===== config.mk =====
export PLATFORM = sky130hd
export DESIGN_NAME = bht_update_ctrl
export DESIGN_NICKNAME = d
export VERILOG_FILES = /design/src/rtl/bht_ctrl_pkg.sv /design/src/rtl/bht_upd_fifo.sv /design/src/rtl/bht_update_ctrl.sv
export SDC_FILE = /design/constraint.sdc
export NUM_CORES = 1
export LEC_CHECK = 0
export ABC_AREA = 1
export BUFFER_PORTS_ARGS = -buffer_cell sky130_fd_sc_hd__buf_4
export CORE_ASPECT_RATIO = 0.8
export CORE_MARGIN = 4
export CORE_UTILIZATION = 45
export DETAILED_ROUTE_END_ITERATION = 16
export GPL_TIMING_DRIVEN = 0
export PLACE_DENSITY = 0.65
export SLEW_MARGIN = 0
export SYNTH_ARGS = -nofsm -noshare
export SYNTH_HDL_FRONTEND = slang
export SYNTH_SLANG_ARGS = --single-unit

===== constraint.sdc =====
create_clock -name i_clk -period 1.61 [get_ports i_clk]
set_input_delay 0.2415 -clock i_clk [delete_from_list [all_inputs] [get_ports i_clk]]
set_output_delay 0.2415 -clock i_clk [all_outputs]
set_load 0.1 [all_outputs]

===== src/rtl/bht_ctrl_pkg.sv =====
// Shared types and constants for the branch-history-table update controller.
package bht_ctrl_pkg;

    typedef enum logic {
        IDLE  = 1'b0,
        CLEAR = 1'b1
    } bht_state_e;

    // Widest index any instance may use; instances carry only INDEX_WIDTH bits.
    localparam int unsigned MAX_INDEX_WIDTH = 16;

    typedef struct packed {
        logic                       taken;
        logic [MAX_INDEX_WIDTH-1:0] index;
    } upd_entry_t;

    // Counter value written by a table clear (weakly not taken).
    localparam logic [1:0] BHT_INIT_CTR = 2'b01;

endpackage


===== src/rtl/bht_upd_fifo.sv =====
// Pending-update FIFO: power-of-two depth, head visible combinationally,
// flush discards all entries in one cycle.
module bht_upd_fifo #(
    parameter int DEPTH = 4,
    parameter int WIDTH = 6
) (
    input  logic                     i_clk,
    input  logic                     i_rst_n,
    input  logic                     i_flush,
    input  logic                     i_push,
    input  logic [WIDTH-1:0]         i_data,
    input  logic                     i_pop,
    output logic [WIDTH-1:0]         o_data,
    output logic                     o_full,
    output logic                     o_empty,
    output logic [$clog2(DEPTH):0]   o_count
);

    localparam int PTR_W = $clog2(DEPTH);

    logic [WIDTH-1:0] mem_q [DEPTH];
    logic [PTR_W-1:0] wr_ptr_q, wr_ptr_d;
    logic [PTR_W-1:0] rd_ptr_q, rd_ptr_d;
    logic [PTR_W:0]   count_q, count_d;
    logic             push_ok;
    logic             pop_ok;

    assign o_full  = (count_q == (PTR_W+1)'(DEPTH));
    assign o_empty = (count_q == '0);
    assign o_count = count_q;
    assign o_data  = mem_q[rd_ptr_q];
    assign push_ok = i_push & ~o_full;
    assign pop_ok  = i_pop & ~o_empty;

    genvar gi;
    generate
        for (gi = 0; gi < DEPTH; gi++) begin : g_slot
            always_ff @(posedge i_clk) begin
                if (push_ok && (wr_ptr_q == PTR_W'(gi))) begin
                    mem_q[gi] <= i_data;
                end
            end
        end
    endgenerate

    // Pointers wrap naturally because DEPTH is a power of two.
    always_comb begin
        wr_ptr_d = wr_ptr_q + PTR_W'(push_ok);
        rd_ptr_d = rd_ptr_q + PTR_W'(pop_ok);
        count_d  = count_q + (PTR_W+1)'(push_ok) - (PTR_W+1)'(pop_ok);
    end

    always_ff @(posedge i_clk) begin
        if (!i_rst_n || i_flush) begin
            wr_ptr_q <= '0;
            rd_ptr_q <= '0;
            count_q  <= '0;
        end else begin
            wr_ptr_q <= wr_ptr_d;
            rd_ptr_q <= rd_ptr_d;
            count_q  <= count_d;
        end
    end

endmodule


===== src/rtl/bht_update_ctrl.sv =====
// Sequences resolved-branch updates and whole-table clear sweeps onto the
// single BHT write port, yielding whenever fetch owns the port.
module bht_update_ctrl
    import bht_ctrl_pkg::*;
#(
    parameter int SET_COUNT   = 32,
    parameter int INDEX_WIDTH = 5,
    parameter int QUEUE_DEPTH = 4
) (
    input  logic                         i_clk,
    input  logic                         i_rst_n,
    input  logic                         i_stall_fetch,
    input  logic                         i_upd_valid,
    input  logic                         i_upd_taken,
    input  logic [INDEX_WIDTH-1:0]       i_upd_index,
    input  logic                         i_clear_req,
    output logic                         o_upd_ready,
    output logic                         o_wr_en,
    output logic                         o_wr_init,
    output logic                         o_wr_taken,
    output logic [INDEX_WIDTH-1:0]       o_wr_index,
    output logic                         o_busy,
    output logic [$clog2(QUEUE_DEPTH):0] o_pending
);

    localparam logic [INDEX_WIDTH-1:0] LAST_INDEX = INDEX_WIDTH'(SET_COUNT - 1);

    bht_state_e               state_q, state_d;
    logic [INDEX_WIDTH-1:0]   sweep_q, sweep_d;
    logic [INDEX_WIDTH:0]     fifo_head;
    logic                     fifo_full;
    logic                     fifo_empty;
    logic                     fifo_push;
    logic                     fifo_pop;
    logic                     fifo_flush;

    bht_upd_fifo #(
        .DEPTH (QUEUE_DEPTH),
        .WIDTH (INDEX_WIDTH + 1)
    ) u_fifo (
        .i_clk   (i_clk),
        .i_rst_n (i_rst_n),
        .i_flush (fifo_flush),
        .i_push  (fifo_push),
        .i_data  ({i_upd_taken, i_upd_index}),
        .i_pop   (fifo_pop),
        .o_data  (fifo_head),
        .o_full  (fifo_full),
        .o_empty (fifo_empty),
        .o_count (o_pending)
    );

    always_ff @(posedge i_clk) begin
        if (!i_rst_n) begin
            state_q <= IDLE;
            sweep_q <= '0;
        end else begin
            state_q <= state_d;
            sweep_q <= sweep_d;
        end
    end

    always_comb begin
        state_d = state_q;
        sweep_d = sweep_q;
        case (state_q)
            IDLE: begin
                if (i_clear_req) begin
                    state_d = CLEAR;
                    sweep_d = '0;
                end
            end
            CLEAR: begin
                // A clear request here is deliberately ignored: the sweep never restarts.
                if (!i_stall_fetch) begin
                    if (sweep_q == LAST_INDEX) begin
                        state_d = IDLE;
                    end else begin
                        sweep_d = sweep_q + 1'b1;
                    end
                end
            end
            default: ;
        endcase
    end

    always_comb begin
        o_upd_ready = 1'b0;
        o_wr_en     = 1'b0;
        o_wr_init   = 1'b0;
        o_wr_taken  = 1'b0;
        o_wr_index  = '0;
        o_busy      = 1'b0;
        fifo_push   = 1'b0;
        fifo_pop    = 1'b0;
        fifo_flush  = 1'b0;
        case (state_q)
            IDLE: begin
                o_upd_ready = ~fifo_full & ~i_clear_req;
                fifo_push   = i_upd_valid & o_upd_ready;
                fifo_pop    = ~fifo_empty & ~i_stall_fetch;
                fifo_flush  = i_clear_req;
                o_wr_en     = fifo_pop;
                o_wr_taken  = fifo_pop & fifo_head[INDEX_WIDTH];
                o_wr_index  = fifo_pop ? fifo_head[INDEX_WIDTH-1:0] : '0;
            end
            CLEAR: begin
                o_busy     = 1'b1;
                o_wr_en    = ~i_stall_fetch;
                o_wr_init  = ~i_stall_fetch;
                o_wr_index = i_stall_fetch ? '0 : sweep_q;
            end
            default: ;
        endcase
    end

endmodule

# Word level (Yosys, flattened, before mapping)
# Memory sizes are Yosys's and may differ from the RTL's. A register that Yosys moved wholly into a read port is not among the register bits.
# Cells that the tools add are included.
word_totals:
  elab_cells: 79
  out_inout_bits: 13
  in_bits: 11
  memories: 1
  ram_bits: 24
  ff_bits: 13
op_classes:
  n_addsub: 5
  n_reduce_logical: 12
  n_eq_ne: 8
  bitwise: 11
  muxes: 37
memory_table:
  columns: ["memory", "depth", "word_bits", "rd", "rd_ports_with_merged_regs", "wr", "line_no", "source"]
  rows:
  - ["u_fifo.mem_q", 4, 6, 1, 1, 1, "bht_upd_fifo.sv:21", "logic [WIDTH-1:0] mem_q [DEPTH];"]
op_table:
  columns: ["op", "n"]
  rows:
  - ["$mux W5", 5]
  - ["$mux W1", 21]
  - ["$pmux W5 S2", 2]
  - ["$mux W6", 3]
  - ["$reduce_or A6 Y1", 3]
  - ["$mux W2", 4]
  - ["$and A1 B1 Y1", 6]
  - ["$ne A2 B2 Y1 const B", 3]
  - ["$add A5 B1 Y5 const B", 1]
  - ["$eq A5 B5 Y1 const B", 1]
  - ["$not A1 Y1", 5]
  - ["$add A2 B1 Y2", 2]
  - ["$eq A2 B2 Y1 const B", 2]
  - ["$logic_and A1 B1 Y1", 4]
  - ["$pmux W1 S2", 2]
  - ["$add A3 B1 Y3", 1]
  - ["$eq A3 B3 Y1 const B", 1]
  - ["$logic_not A3 Y1", 1]
  - ["$reduce_and A3 Y1", 1]
  - ["$sub A3 B1 Y3", 1]
  - ["$eq A2 B1 Y1 const B", 1]
  - ["$logic_not A2 Y1", 1]
  - ["$logic_not A1 Y1", 1]
  - ["$logic_or A1 B1 Y1", 1]

# Logic depth before layout (Yosys ltp)
logic_depth:
  ltp_word: 13
  depth_mapped: 11
  mapped_depth_nobuf: 11

# Hierarchy
# A second synthesis with hierarchy kept.
hier_totals:
  cells_unflattened: 182
  area_unflattened_um2: 1737.9
modules_own_cells:
  columns: ["mod", "area_per_inst_um2", "cells_each", "instances", "seq_area_each_um2"]
  rows:
  - ["bht_upd_fifo", 1312.5, 110, 1, 860.8]
  - ["bht_update_ctrl", 425.4, 72, 1, 120.1]

# Worst setup path before layout
# Ideal clock, no wire load.
synth_timing:
  kind: "reg2out"
  from: "register state_q"
  to: "output o_wr_index[0]"
  required_time_ns: 1.368
  slack_ns: -2.047
  arrival_ns: 3.416
  path_stages_with_launch: 5
  path_buffers: 0
  cell_sequence: "dfxtp_1 > inv_2 > nor2_1 > nand2_1 > nand2_1"
synth_via:
  elab_chain_len: 2
synth_lines:
  columns: ["item", "line_no", "source"]
  rows:
  - ["start, declared", "bht_update_ctrl.sv:28", "bht_state_e state_q, state_d;"]
  - ["start signal, assigned", "bht_update_ctrl.sv:58", "state_q <= state_d;"]
  - ["$not A1 Y1", null, null]
  - ["$pmux W5 S2 *", "bht_update_ctrl.sv:97", "case (state_q)"]
  - ["end, declared", "bht_update_ctrl.sv:21", "output logic [INDEX_WIDTH-1:0] o_wr_index,"]
# Mark *: on every way between the ends. The rest lies on a longest branch, timed or not.

# Worst setup path after layout
layout_timing:
  from: "register u_fifo.count_q[2] (netlist: u_fifo.o_count[2])"
  to: "register u_fifo.count_q[1] (netlist: u_fifo.o_count[1])"
layout_via:
  elab_chain_len: 8
  word_cells_on_any_way: 13
  classes_between: "add/sub (2); eq/ne (1); mux (2); bitwise (7); reduce/logical (1)"
layout_lines:
  columns: ["item", "line_no", "source"]
  rows:
  - ["start, declared", "bht_upd_fifo.sv:24", "logic [PTR_W:0] count_q, count_d;"]
  - ["start signal, assigned", "bht_upd_fifo.sv:61", "count_q <= count_d;"]
  - ["$eq A3 B3 Y1", "bht_upd_fifo.sv:28", "assign o_full = (count_q == (PTR_W+1)'(DEPTH));"]
  - ["$not A1 Y1", "bht_upd_fifo.sv:32, bht_update_ctrl.sv:99", null]
  - ["$and A1 B1 Y1", "bht_update_ctrl.sv:99", "o_upd_ready = ~fifo_full & ~i_clear_req;"]
  - ["$and A1 B1 Y1", "bht_update_ctrl.sv:100", "fifo_push = i_upd_valid & o_upd_ready;"]
  - ["$mux W1", "bht_update_ctrl.sv:97", null]
  - ["$and A1 B1 Y1", "bht_upd_fifo.sv:32", "assign push_ok = i_push & ~o_full;"]
  - ["$add A3 B1 Y3", "bht_upd_fifo.sv:50", "count_d = count_q + (PTR_W+1)'(push_ok) - (PTR_W+1)'(pop_ok);"]
  - ["$sub A3 B1 Y3 *", "bht_upd_fifo.sv:50", null]
  - ["named net u_fifo.count_d[1]", "bht_upd_fifo.sv:24", null]
# Mark *: on every way through the listed nets, which the timed path passes. The rest lies on a longest branch.
# A chain may end at the register's enable or synchronous reset.

==> metrics.txt <==
outcome=finished, violations left; violated checks=negative setup slack; post-route ant nets=0; die height=62.3 um; highest clock frequency the design can meet=580 MHz; area taken by multi-input logic gates=918 um^2; detailed-route vias per instance=5.28; number of antenna violations at the first check in global routing=0; CTS Root Cell=sky130_fd_sc_hd__clkbuf_8; post-layout power=2.59 mW; input/output buffers=23; type of the worst setup path=flop to flop; layout net count=256; data required time at the worst endpoint=1.84 ns; number of endpoints failing setup at the final stage=13; delay-heaviest family, CP=adder cells; Gate Count Post-Synth=183; post-synthesis cell area=0.00166 mm^2; Yosys warning total=0; transition time at the pin with the least slew margin=0.641 ns; clock transition at the registers of the reported paths=0.08 ns; DRC errors left=0; average instance area after synthesis=9.07 um^2; CTS Sinks=37; Placer Congestion=0.754; total die area=0.00473 mm^2; instance area at placement=0.00208 mm^2; CP Cell Sequence=inv_4 -> nand3_4 -> nand2_4 -> inv_8 -> nand2_4 -> o21ai_2 -> ha_2 -> fa_2 -> inv_2 -> nor2_2; total clock buffers created by CTS=5; wire length of the first global-routing pass=7070 um; maximum ir drop on the vdd rail=0.718 mV; setup repair after global routing missed its margin=yes; Seq. cell area=0.00100 mm^2; final std cell area, no fill=0.00276 mm^2; CTS tree=yes; final routed wire length divided by cell count=15.8 um; max-cap violations=0; setup TNS after final layout=-0.427 ns; unique cell type count in the Yosys netlist=19; fraction of layout instances using a drive strength above 1=52.7%; Data arrival, critical path=1.96 ns; first-pass iteration count of the detailed router=4; number of storage elements in the synthesis netlist=37; final cycle utilization of the critical path=107%; remaining global-route overflow=0; buffer and inverter count on the worst path=3; clk_skew=0.00917 ns; Synth async-reset ratio=0%; GRT Overall Usage=18.9%; CP max stage delay=0.53 ns; count of flip-flops with a built-in enable after synthesis=24; post-synth top area cell=sky130_fd_sc_hd__edfxtp_1; cell area power density=940 mW/mm^2; number of placement rows=19; r2r setup slk=-0.11 ns; sequential fraction of the synthesis area=59.1%; post-route minimum period=1.72 ns; Max H-tree Level=2; launching element type of the critical path=flop; Synth Flop Type=sky130_fd_sc_hd__edfxtp_1; total number of vias=1493; share of Yosys cell area claimed by the top area cell type=43.4%; maximum root-to-sink buffer count=2; Crit-path slowest cell=sky130_fd_sc_hd__fa_2; growth of design area from synthesis to finish=66.1%; worst relative slew slack=57.0%; hpwl dp=2650 um; die boundary width=75.9 um; dominant cells by area after synthesis=sky130_fd_sc_hd__edfxtp_1 43%, sky130_fd_sc_hd__dfxtp_1 16%, sky130_fd_sc_hd__nand2_1 11%; count of placed standard cells in the final layout, fillers left out=283; starting density of the core=47.5%; critical path capture point type=flop; number of diodes=0; area of the core=0.00349 mm^2; Placed Cells=248; Post-Synthesis Net Count=199; Ports=24; final number of max-transition violations=0; detailed-route wire length=4480 um; pin count of the biggest net entering global routing=14; worst-path maximum fanout=6; latest clock arrival within the worst-skew pair=0.29 ns; number of failing hold endpoints at the final stage=0; vias in the first global route=1462; initial detailed-routing violation count=103; leakage power figure=1.12 nW; class of the tightest hold or removal check=input pin to flop; worst-case setup margin in the final layout=-0.115 ns; cell repeated most along the worst path=sky130_fd_sc_hd__nand2_4; number of fillers in the final layout=234
power by group:
part	internal, mW	switching, mW
Sequential	1.04	0.0318
Clock	0.463	0.345
Combinational	0.267	0.448
cell families (layout without fill, tap and decap cells):
logic type      count (synthesis)  count (layout)  synth area share (%)
fa+ha+maj                       5               5                  4.22
simple gates                  102             102                  26.2
flops                          37              37                  59.1
compound gates                 13              13                  4.07
buf+inv                        25              83                  5.88
xor+xnor                        1               1                 0.528
final cells by class:
cell class / instances / area share (%)
Timing Repair Buffer: 50 / 18.7
Clock buffer: 5 / 2.50
Sequential cell: 37 / 36.4
Clock inverter: 3 / 1.68
Tap cell: 42 / 1.91
Multi-Input combinational cell: 121 / 33.3
Buffer: 3 / 1.36
Inverter: 22 / 4.17
worst paths after layout:
check | depth (start not counted) | start | endpoint
max | 10 | u_fifo.o_count[2] | u_fifo.o_count[1]
min | 1 | i_upd_index[3] | u_fifo.mem_q[1][3]
max reg2reg | 10 | u_fifo.o_count[2] | u_fifo.o_count[1]
min reg2reg | 2 | sweep_q[1] | sweep_q[1]
through the flow:
stage	utilization, %	hold slack, ns	worst slack [ns]
3_5_place_dp	59.4	0.447	-0.267
5_1_grt	78.9	0.132	-0.170
4_1_cts	73.2	0.136	-0.0684
6_report	78.9	0.143	-0.115
3_3_place_gp	59.4	0.439	-0.251
2_1_floorplan	-	0.340	-0.267
sequential cells by signal (all words and copies together), names as in the netlist:
register / flops
u_fifo.mem_q: 24
sweep_q: 5
u_fifo.o_count: 3
u_fifo.rd_ptr_q: 2
u_fifo.wr_ptr_q: 2
state_q: 1
per-layer routing:
layer	routed length, um	global-route usage (%)	vias up
met5	0	0	-
met4	89	7.33	0
met3	211	4.34	9
met2	2340	31.7	40
met1	1840	23.5	716
li1	-	-	728
timing repair:
item / 4_1_cts / 5_1_grt
endpoints found under the setup margin: 27 / 40
gates resized for setup: 65 / 30
setup buffers: 17 / 10
hold buffers: 0 / 0
cloned: 1 / 0
pin swaps: 11 / 14
cells in the final DEF, fill, tap and decap left out, types with 2 or more instances in the layout:
cell type / netlist / layout
sky130_fd_sc_hd__a21oi_1: 5 / 3
sky130_fd_sc_hd__buf_12: 0 / 10
sky130_fd_sc_hd__buf_4: 0 / 36
sky130_fd_sc_hd__buf_6: 0 / 6
sky130_fd_sc_hd__clkbuf_8: 0 / 5
sky130_fd_sc_hd__dfxtp_1: 13 / 5
sky130_fd_sc_hd__dfxtp_2: 0 / 3
sky130_fd_sc_hd__dfxtp_4: 0 / 5
sky130_fd_sc_hd__edfxtp_1: 24 / 24
sky130_fd_sc_hd__ha_1: 4 / 3
sky130_fd_sc_hd__inv_1: 20 / 13
sky130_fd_sc_hd__inv_2: 2 / 2
sky130_fd_sc_hd__inv_4: 0 / 2
sky130_fd_sc_hd__inv_6: 0 / 4
sky130_fd_sc_hd__nand2_1: 49 / 34
sky130_fd_sc_hd__nand2_2: 2 / 9
sky130_fd_sc_hd__nand2_4: 0 / 3
sky130_fd_sc_hd__nand2_8: 0 / 5
sky130_fd_sc_hd__nand3_1: 19 / 5
sky130_fd_sc_hd__nand3_2: 1 / 10
sky130_fd_sc_hd__nand3_4: 0 / 5
sky130_fd_sc_hd__nand4_1: 4 / 4
sky130_fd_sc_hd__nor2_1: 22 / 17
sky130_fd_sc_hd__nor2_2: 0 / 3
sky130_fd_sc_hd__nor2_4: 0 / 2
sky130_fd_sc_hd__nor3_4: 0 / 3
sky130_fd_sc_hd__o21ai_1: 0 / 2
sky130_fd_sc_hd__o21ai_2: 0 / 3
cells in the mapped netlist (2+ instances only):
| cell | instances |
|---|---|
| sky130_fd_sc_hd__a21oi_1 | 5 |
| sky130_fd_sc_hd__a31oi_1 | 2 |
| sky130_fd_sc_hd__buf_2 | 3 |
| sky130_fd_sc_hd__dfxtp_1 | 13 |
| sky130_fd_sc_hd__edfxtp_1 | 24 |
| sky130_fd_sc_hd__ha_1 | 4 |
| sky130_fd_sc_hd__inv_1 | 20 |
| sky130_fd_sc_hd__inv_2 | 2 |
| sky130_fd_sc_hd__nand2_1 | 49 |
| sky130_fd_sc_hd__nand2_2 | 2 |
| sky130_fd_sc_hd__nand3_1 | 19 |
| sky130_fd_sc_hd__nand4_1 | 4 |
| sky130_fd_sc_hd__nor2_1 | 22 |
| sky130_fd_sc_hd__nor3_1 | 4 |
| sky130_fd_sc_hd__o21ai_0 | 6 |
No activity file was read; power rests on OpenSTA's default activity.
